File: config.mk
export PLATFORM = sky130hd
export DESIGN_NAME = alu_arbiter
export DESIGN_NICKNAME = d
export VERILOG_FILES = /design/src/rtl/alu_arbiter_pkg.sv /design/src/rtl/alu_arbiter_rr_arb2.sv /design/src/rtl/alu_arbiter.sv
export SDC_FILE = /design/constraint.sdc
export NUM_CORES = 1
export LEC_CHECK = 0
export BUFFER_PORTS_ARGS = -buffer_cell sky130_fd_sc_hd__buf_2
export CORE_MARGIN = 2
export CORE_UTILIZATION = 43
export CTS_BUF_LIST = sky130_fd_sc_hd__clkbuf_4
export DETAILED_ROUTE_END_ITERATION = 16
export PLACE_DENSITY = 0.88
export SETUP_SLACK_MARGIN = 0.4
export SYNTH_ARGS = -nofsm -noshare
export SYNTH_HDL_FRONTEND = slang
export SYNTH_SLANG_ARGS = --single-unit
File: constraint.sdc
create_clock -name clk -period 1.4 [get_ports clk]
set_clock_uncertainty 0.1 [all_clocks]
set_input_delay 0.21 -clock clk [delete_from_list [all_inputs] [get_ports clk]]
set_output_delay 0.21 -clock clk [all_outputs]
set_load 0.1 [all_outputs]
File: src/rtl/alu_arbiter_pkg.sv
// Shared definitions for the two-requester ALU arbiter.
// Holds the FSM state encoding and the default ALU select width.
package alu_arbiter_pkg;

    localparam int SEL_W_DEF = 3;

    typedef enum logic [1:0] {
        IDLE  = 2'd0,
        ISSUE = 2'd1,
        RESP  = 2'd2
    } state_t;

endpackage

File: src/rtl/alu_arbiter_rr_arb2.sv
// Two-way grant logic: a lone requester always wins,
// otherwise the priority pointer picks the winner.
module rr_arb2
    import alu_arbiter_pkg::*;
(
    input  logic       valid0,
    input  logic       valid1,
    input  logic       ptr,
    output logic [1:0] grant
);

    // One-hot grant; zero when nobody is asking
    always_comb begin
        grant = 2'b00;
        if (valid0 && valid1) begin
            grant = ptr ? 2'b10 : 2'b01;
        end else if (valid0) begin
            grant = 2'b01;
        end else if (valid1) begin
            grant = 2'b10;
        end
    end

endmodule

File: src/rtl/alu_arbiter.sv
// Shares one combinational ALU between two requesters.
// Accept -> drive ALU -> hold result until the owner consumes it.
module alu_arbiter
    import alu_arbiter_pkg::*;
#(
    parameter int WIDTH = 32,
    parameter int SEL_W = SEL_W_DEF
) (
    input  logic             clk,
    input  logic             reset,
    input  logic             req0_valid,
    output logic             req0_ready,
    input  logic [SEL_W-1:0] req0_sel,
    input  logic [WIDTH-1:0] req0_a,
    input  logic [WIDTH-1:0] req0_b,
    input  logic             req1_valid,
    output logic             req1_ready,
    input  logic [SEL_W-1:0] req1_sel,
    input  logic [WIDTH-1:0] req1_a,
    input  logic [WIDTH-1:0] req1_b,
    output logic             rsp0_valid,
    input  logic             rsp0_ready,
    output logic             rsp1_valid,
    input  logic             rsp1_ready,
    output logic [WIDTH-1:0] rsp_result,
    output logic             rsp_zero,
    output logic [SEL_W-1:0] alu_sel,
    output logic [WIDTH-1:0] alu_a,
    output logic [WIDTH-1:0] alu_b,
    input  logic [WIDTH-1:0] alu_result,
    input  logic             alu_zero
);

    state_t     state;
    state_t     state_nx;
    logic       ptr;
    logic       owner;
    logic [1:0] grant;
    logic       accept;
    logic       done;

    rr_arb2 u_arb (
        .valid0 (req0_valid),
        .valid1 (req1_valid),
        .ptr    (ptr),
        .grant  (grant)
    );

    // Next-state and handshake outputs; reset masks the ready lines
    always_comb begin
        state_nx   = state;
        req0_ready = 1'b0;
        req1_ready = 1'b0;
        rsp0_valid = 1'b0;
        rsp1_valid = 1'b0;
        accept     = 1'b0;
        done       = 1'b0;
        unique case (state)
            IDLE: begin
                req0_ready = grant[0] && !reset;
                req1_ready = grant[1] && !reset;
                accept     = (|grant) && !reset;
                if (accept) begin
                    state_nx = ISSUE;
                end
            end
            ISSUE: begin
                state_nx = RESP;
            end
            RESP: begin
                rsp0_valid = !owner;
                rsp1_valid = owner;
                done       = owner ? rsp1_ready : rsp0_ready;
                if (done) begin
                    state_nx = IDLE;
                end
            end
            default: begin
                state_nx = IDLE;
            end
        endcase
    end

    // State register
    always_ff @(posedge clk) begin
        if (reset) begin
            state <= IDLE;
        end else begin
            state <= state_nx;
        end
    end

    // Operand capture, result capture and fairness pointer
    always_ff @(posedge clk) begin
        if (reset) begin
            ptr        <= 1'b0;
            owner      <= 1'b0;
            alu_sel    <= '0;
            alu_a      <= '0;
            alu_b      <= '0;
            rsp_result <= '0;
            rsp_zero   <= 1'b0;
        end else begin
            if (accept) begin
                owner   <= grant[1];
                alu_sel <= grant[1] ? req1_sel : req0_sel;
                alu_a   <= grant[1] ? req1_a : req0_a;
                alu_b   <= grant[1] ? req1_b : req0_b;
            end
            if (state == ISSUE) begin
                rsp_result <= alu_result;
                rsp_zero   <= alu_zero;
            end
            if (done) begin
                ptr <= ~owner;
            end
        end
    end

endmodule

==> flow_summary.json, run 1 <==
{
  "status": "stopped before the end",
  "stop_stage": "4_1_cts",
  "stop_error": "[ERROR DPL-0038] Utilization greater than 100%, impossible to legalize",
  "synthTopCellsByCount": "dfxtp_1, a21oi_1, nor3_1",
  "yosys.area_share.adder_pct": 0,
  "synth-edff-count": 0,
  "synth_compound_area_share_pct": 10.97,
  "io_pins": 277,
  "synth.most_common_cell": "dfxtp_1",
  "synthXorXnorAreaFrac_pct": 0,
  "cts_buffers": 9,
  "htreeDepth": 3,
  "synth_cells": 568,
  "post_synth_num_cell_types": 29,
  "synthesis.area_um2": 5568,
  "seq_area_frac_synth_pct": 37.39,
  "synthMuxAreaShare_pct": 0.1798,
  "synth_top_cell_by_area": "dfxtp_1",
  "ys_ff_latch": 104,
  "die_width_um": 117.8,
  "clockBufferDepth": 2,
  "yosys.area_share.simple_pct": 43.62,
  "cts.sinks": 104,
  "hpwl_mm": 12.76,
  "place_congestion": 0.8282,
  "ctsHoldBuffers": 156,
  "cts_resized": 434,
  "ys.flop_type": "dfxtp_1",
  "syn_nets": 741,
  "start_util_pct": 44.12,
  "synth_top_family_by_area": "simple AND/OR/NAND/NOR gates",
  "root_buffer": "clkbuf_4",
  "synthArstFlopShare_pct": 0,
  "num_rows": 41,
  "post-synth-top-area-fraction_pct": 37.39,
  "io_buffers": 276,
  "die_height_um": 117.8,
  "ys_warn_count": 0,
  "placed_cells": 985,
  "synth_area_leaders": "dfxtp_1, nor4b_2, nor4_2, a21oi_1, nor3_1",
  "syn_avg_cell_area_um2": 9.803,
  "post_cts_buffers": 51
}
-- through the flow --
step,hold slack (ns),instance area [µm²],worst slack [ns],utilization (%),setup TNS (ns)
after floorplan,0.2356,6551,-0.7987,-,-1.828
after global placement,0.3370,8363,-0.1124,66.27,-3.719
after detailed placement,0.3407,8363,-0.1563,66.27,-6.435
-- logic make-up after synthesis --
group                  count (synthesis)
AND/OR/NAND/NOR                      282
AO/OA/AOI/OAI                        106
flip-flops                           104
buffers and inverters                 75
multiplexers                           1
==> run 2: changes to the inputs <==
--- a/config.mk
+++ b/config.mk
@@ -7,11 +7,9 @@
 export LEC_CHECK = 0
 export BUFFER_PORTS_ARGS = -buffer_cell sky130_fd_sc_hd__buf_2
 export CORE_MARGIN = 2
-export CORE_UTILIZATION = 43
-export CTS_BUF_LIST = sky130_fd_sc_hd__clkbuf_4
+export CORE_UTILIZATION = 30
 export DETAILED_ROUTE_END_ITERATION = 16
-export PLACE_DENSITY = 0.88
-export SETUP_SLACK_MARGIN = 0.4
+export PLACE_DENSITY_LB_ADDON = 0.15
 export SYNTH_ARGS = -nofsm -noshare
 export SYNTH_HDL_FRONTEND = slang
 export SYNTH_SLANG_ARGS = --single-unit
==> constraint.sdc (replaced) <==
create_clock -name clk -period 1.8 [get_ports clk]
set_clock_uncertainty 0.1 [all_clocks]
set_input_delay 0.27 -clock clk [delete_from_list [all_inputs] [get_ports clk]]
set_output_delay 0.27 -clock clk [all_outputs]
set_load 0.1 [all_outputs]
==> run 2 against run 1 <==
- the flow now finishes, with violations (setup timing)
- area after synthesis is the same
- synthesized cell count stayed put
==> flow_summary.json, run 2 <==
{
  "io_pins": 277,
  "post-synth-top-area-fraction_pct": 37.39,
  "num-nets-final": 979,
  "synth_compound_area_share_pct": 10.97,
  "clkPwrFrac_pct": 24.4,
  "layout_commonest_cell": "buf_2",
  "yosys.area_share.simple_pct": 43.62,
  "io_buffers": 276,
  "wirelength_mm": 18.55,
  "worst_slew_pin_slew_ns": 0.5175,
  "met2_usage_pct": 32.22,
  "antenna_found_initial": 1,
  "met1_usage_pct": 21.53,
  "slew_headroom_pct": 65.74,
  "synth.most_common_cell": "dfxtp_1",
  "swShare_pct": 46.80,
  "synth_area_leaders": "dfxtp_1, nor4b_2, nor4_2, a21oi_1, nor3_1",
  "crit_path_start_kind": "register",
  "slowest_stage": "dfxtp_4",
  "worstSkewPairLatency_ns": 0.35,
  "vias": 5375,
  "yosys.area_share.adder_pct": 0,
  "die_width_um": 140.2,
  "via_per_inst": 5.163,
  "hold_viol_final": 0,
  "critPathMaxStageDelay_ns": 0.35,
  "cts_buffers": 9,
  "synthTopCellsByCount": "dfxtp_1, a21oi_1, nor3_1",
  "drt-wirelength-per-cell_um": 17.82,
  "hpwl_mm": 12.70,
  "power_density_nw_per_um2": 1080,
  "worst_setup_path_end_kind": "primary output",
  "setup_ws_ns": -0.05875,
  "status": "complete, but fails checks",
  "synthesis.area_um2": 5568,
  "num_rows": 49,
  "synth_cells": 568,
  "crit-reg2reg-launch": "state[0]$_SDFFE_PP0P_",
  "synth_top_cell_by_area": "dfxtp_1",
  "htreeDepth": 3,
  "clockBufferDepth": 2,
  "fin_crit_sh_pct": 103.3,
  "grt_pass1_wl_mm": 29.05,
  "ys_warn_count": 0,
  "power_switching_mw": 3.826,
  "p_int_mw": 4.349,
  "grt_use_total_pct": 18.27,
  "ys_ff_latch": 104,
  "ys.flop_type": "dfxtp_1",
  "timing.final.max_slew_violations": 0,
  "p_seq_share_pct": 32.8,
  "clk_pin_slew_ns": 0.08,
  "worstPathMaxFanout": 4,
  "grt_pass1_vias": 5497,
  "hp-start": "alu_result[25]",
  "grt-busiest-layer": "met2",
  "cts_tree": "built",
  "placed_cells": 1019,
  "finalSetupViolations": 1,
  "syn_nets": 741,
  "ir_drop_mv": 0.5189,
  "pwr-share-comb_pct": 42.8,
  "initialDrtViolationCount": 197,
  "synthMuxAreaShare_pct": 0.1798,
  "required_ns": 1.43,
  "cp_cell_sequence": "or2_4, nor4b_4, buf_12",
  "dieArea_um2": 19670,
  "total_leakage_power_nw": 3.033,
  "seq_area_frac_synth_pct": 37.39,
  "use_met3_pct": 5.094,
  "synthXorXnorAreaFrac_pct": 0,
  "area_delta_synth_final_pct": 36.00,
  "ctsHoldBuffers": 0,
  "die_height_um": 140.2,
  "syn_avg_cell_area_um2": 9.803,
  "root_buffer": "clkbuf_16",
  "antenna_left": 0,
  "layout_common_cells": "buf_2, dfxtp_1, a21oi_1",
  "min_period_ns": 1.859,
  "top_regs": "alu_a (32), alu_b (32), rsp_result (32)",
  "drive_gt1_share_pct": 57.58,
  "place_congestion": 0.8115,
  "fin_setup_tns_ns": -0.05875,
  "grt_max_degree": 74,
  "grt_setup_unrepaired": "yes",
  "synth-edff-count": 0,
  "post_synth_num_cell_types": 29,
  "max_freq_mhz": 538.0,
  "crit_type": "register to primary output",
  "cp-startpoint": "state[0]$_SDFFE_PP0P_",
  "start_util_pct": 30.79,
  "cts.sinks": 104,
  "drc": 0,
  "synth_top_family_by_area": "simple AND/OR/NAND/NOR gates",
  "core_um2": 18090,
  "first_pass_iters": 4,
  "synthArstFlopShare_pct": 0,
  "hold_class": "primary input to register",
  "violations": "setup timing",
  "drv_cap": 0,
  "fillers": 1790,
  "fin_cells": 1041,
  "grt_remaining_overflow": 0,
  "cp.arrival_ns": 1.49
}
[run 2: cell counts after synthesis]
Identical to the previous run, type by type.
[run 2: what timing repair did]
item | 4_1_cts | 5_1_grt
endpoints found under the setup margin | 4 | 4
gates resized for setup | 5 | 3
buffers inserted | 4 | 1
pin swaps | 4 | 3
gates cloned | 0 | 0
[run 2: metal layers]
layer | wire [µm] | part of all wire [%] | vias to the layer above
met5 | 0 | 0 | -
met3 | 1375 | 7.4 | 19
met1 | 7740 | 42 | 2569
met2 | 9126 | 49 | 198
met4 | 312 | 1.7 | 0
li1 | - | - | 2589
[run 2: power by group through the flow]
stage	logic (mW)	clock network, mW	registers [mW]
finish	3.50	2.00	2.68
CTS	3.51	2.07	2.68
global placement	3.45	0	2.73
global route	3.66	2.17	2.71
floorplan	1.13	0	4.41
detailed placement	3.49	0	2.73
[run 2: metrics by stage]
stage | worst slack, ns | power, mW | hold WS (ns) | utilization, % | area [µm²]
after CTS | -0.1537 | 8.269 | 0.02475 | 41.76 | 7552
after global placement | 0.2440 | 6.180 | 0.3406 | 39.79 | 7197
after global routing | -0.1214 | 8.534 | 0.03149 | 41.87 | 7572
after detailed placement | 0.2379 | 6.225 | 0.3431 | 39.79 | 7197
after floorplan | -0.4588 | 5.535 | 0.3060 | - | 5624
final | -0.05875 | 8.175 | 0.04399 | 41.87 | 7572
[run 2: critical path, delay by kind of cell (launching register included)]
kind          cells  cell delay [ns]
simple gates      2             0.56
flops             1             0.35
buf+inv           1             0.22
[run 2: cell type report]
class	instances	area, µm²	share of cell area (%)
multi-input combinational	389	3110	41.08
timing repair buffer	300	1774	23.43
sequential	104	2093	27.64
inverter	2	7.507	0.09914
clock inverter	7	72.57	0.9584
antenna	1	2.502	0.03305
clock buffer	9	225.2	2.974
tap	229	286.5	3.784
[run 2: final timing paths]
path,end,slack (ns),cells after the start
setup reg to reg,alu_b[7]$_SDFFE_PP0P_,0.10,5
setup / recovery,req1_ready,-0.06,3
hold reg to reg,rsp_result[12]$_SDFFE_PP0N_,0.35,2
hold / removal,rsp_result[25]$_SDFFE_PP0N_,0.04,3
[run 2: cell families (layout without fill, tap and decap cells)]
group | Yosys count | after routing
muxes | 1 | 1
other | 0 | 1
and+or+nand+nor | 282 | 282
AOI/OAI and AO/OA | 106 | 106
buffers and inverters | 75 | 318
DFF | 104 | 104
(Power assumes the default switching activity.)
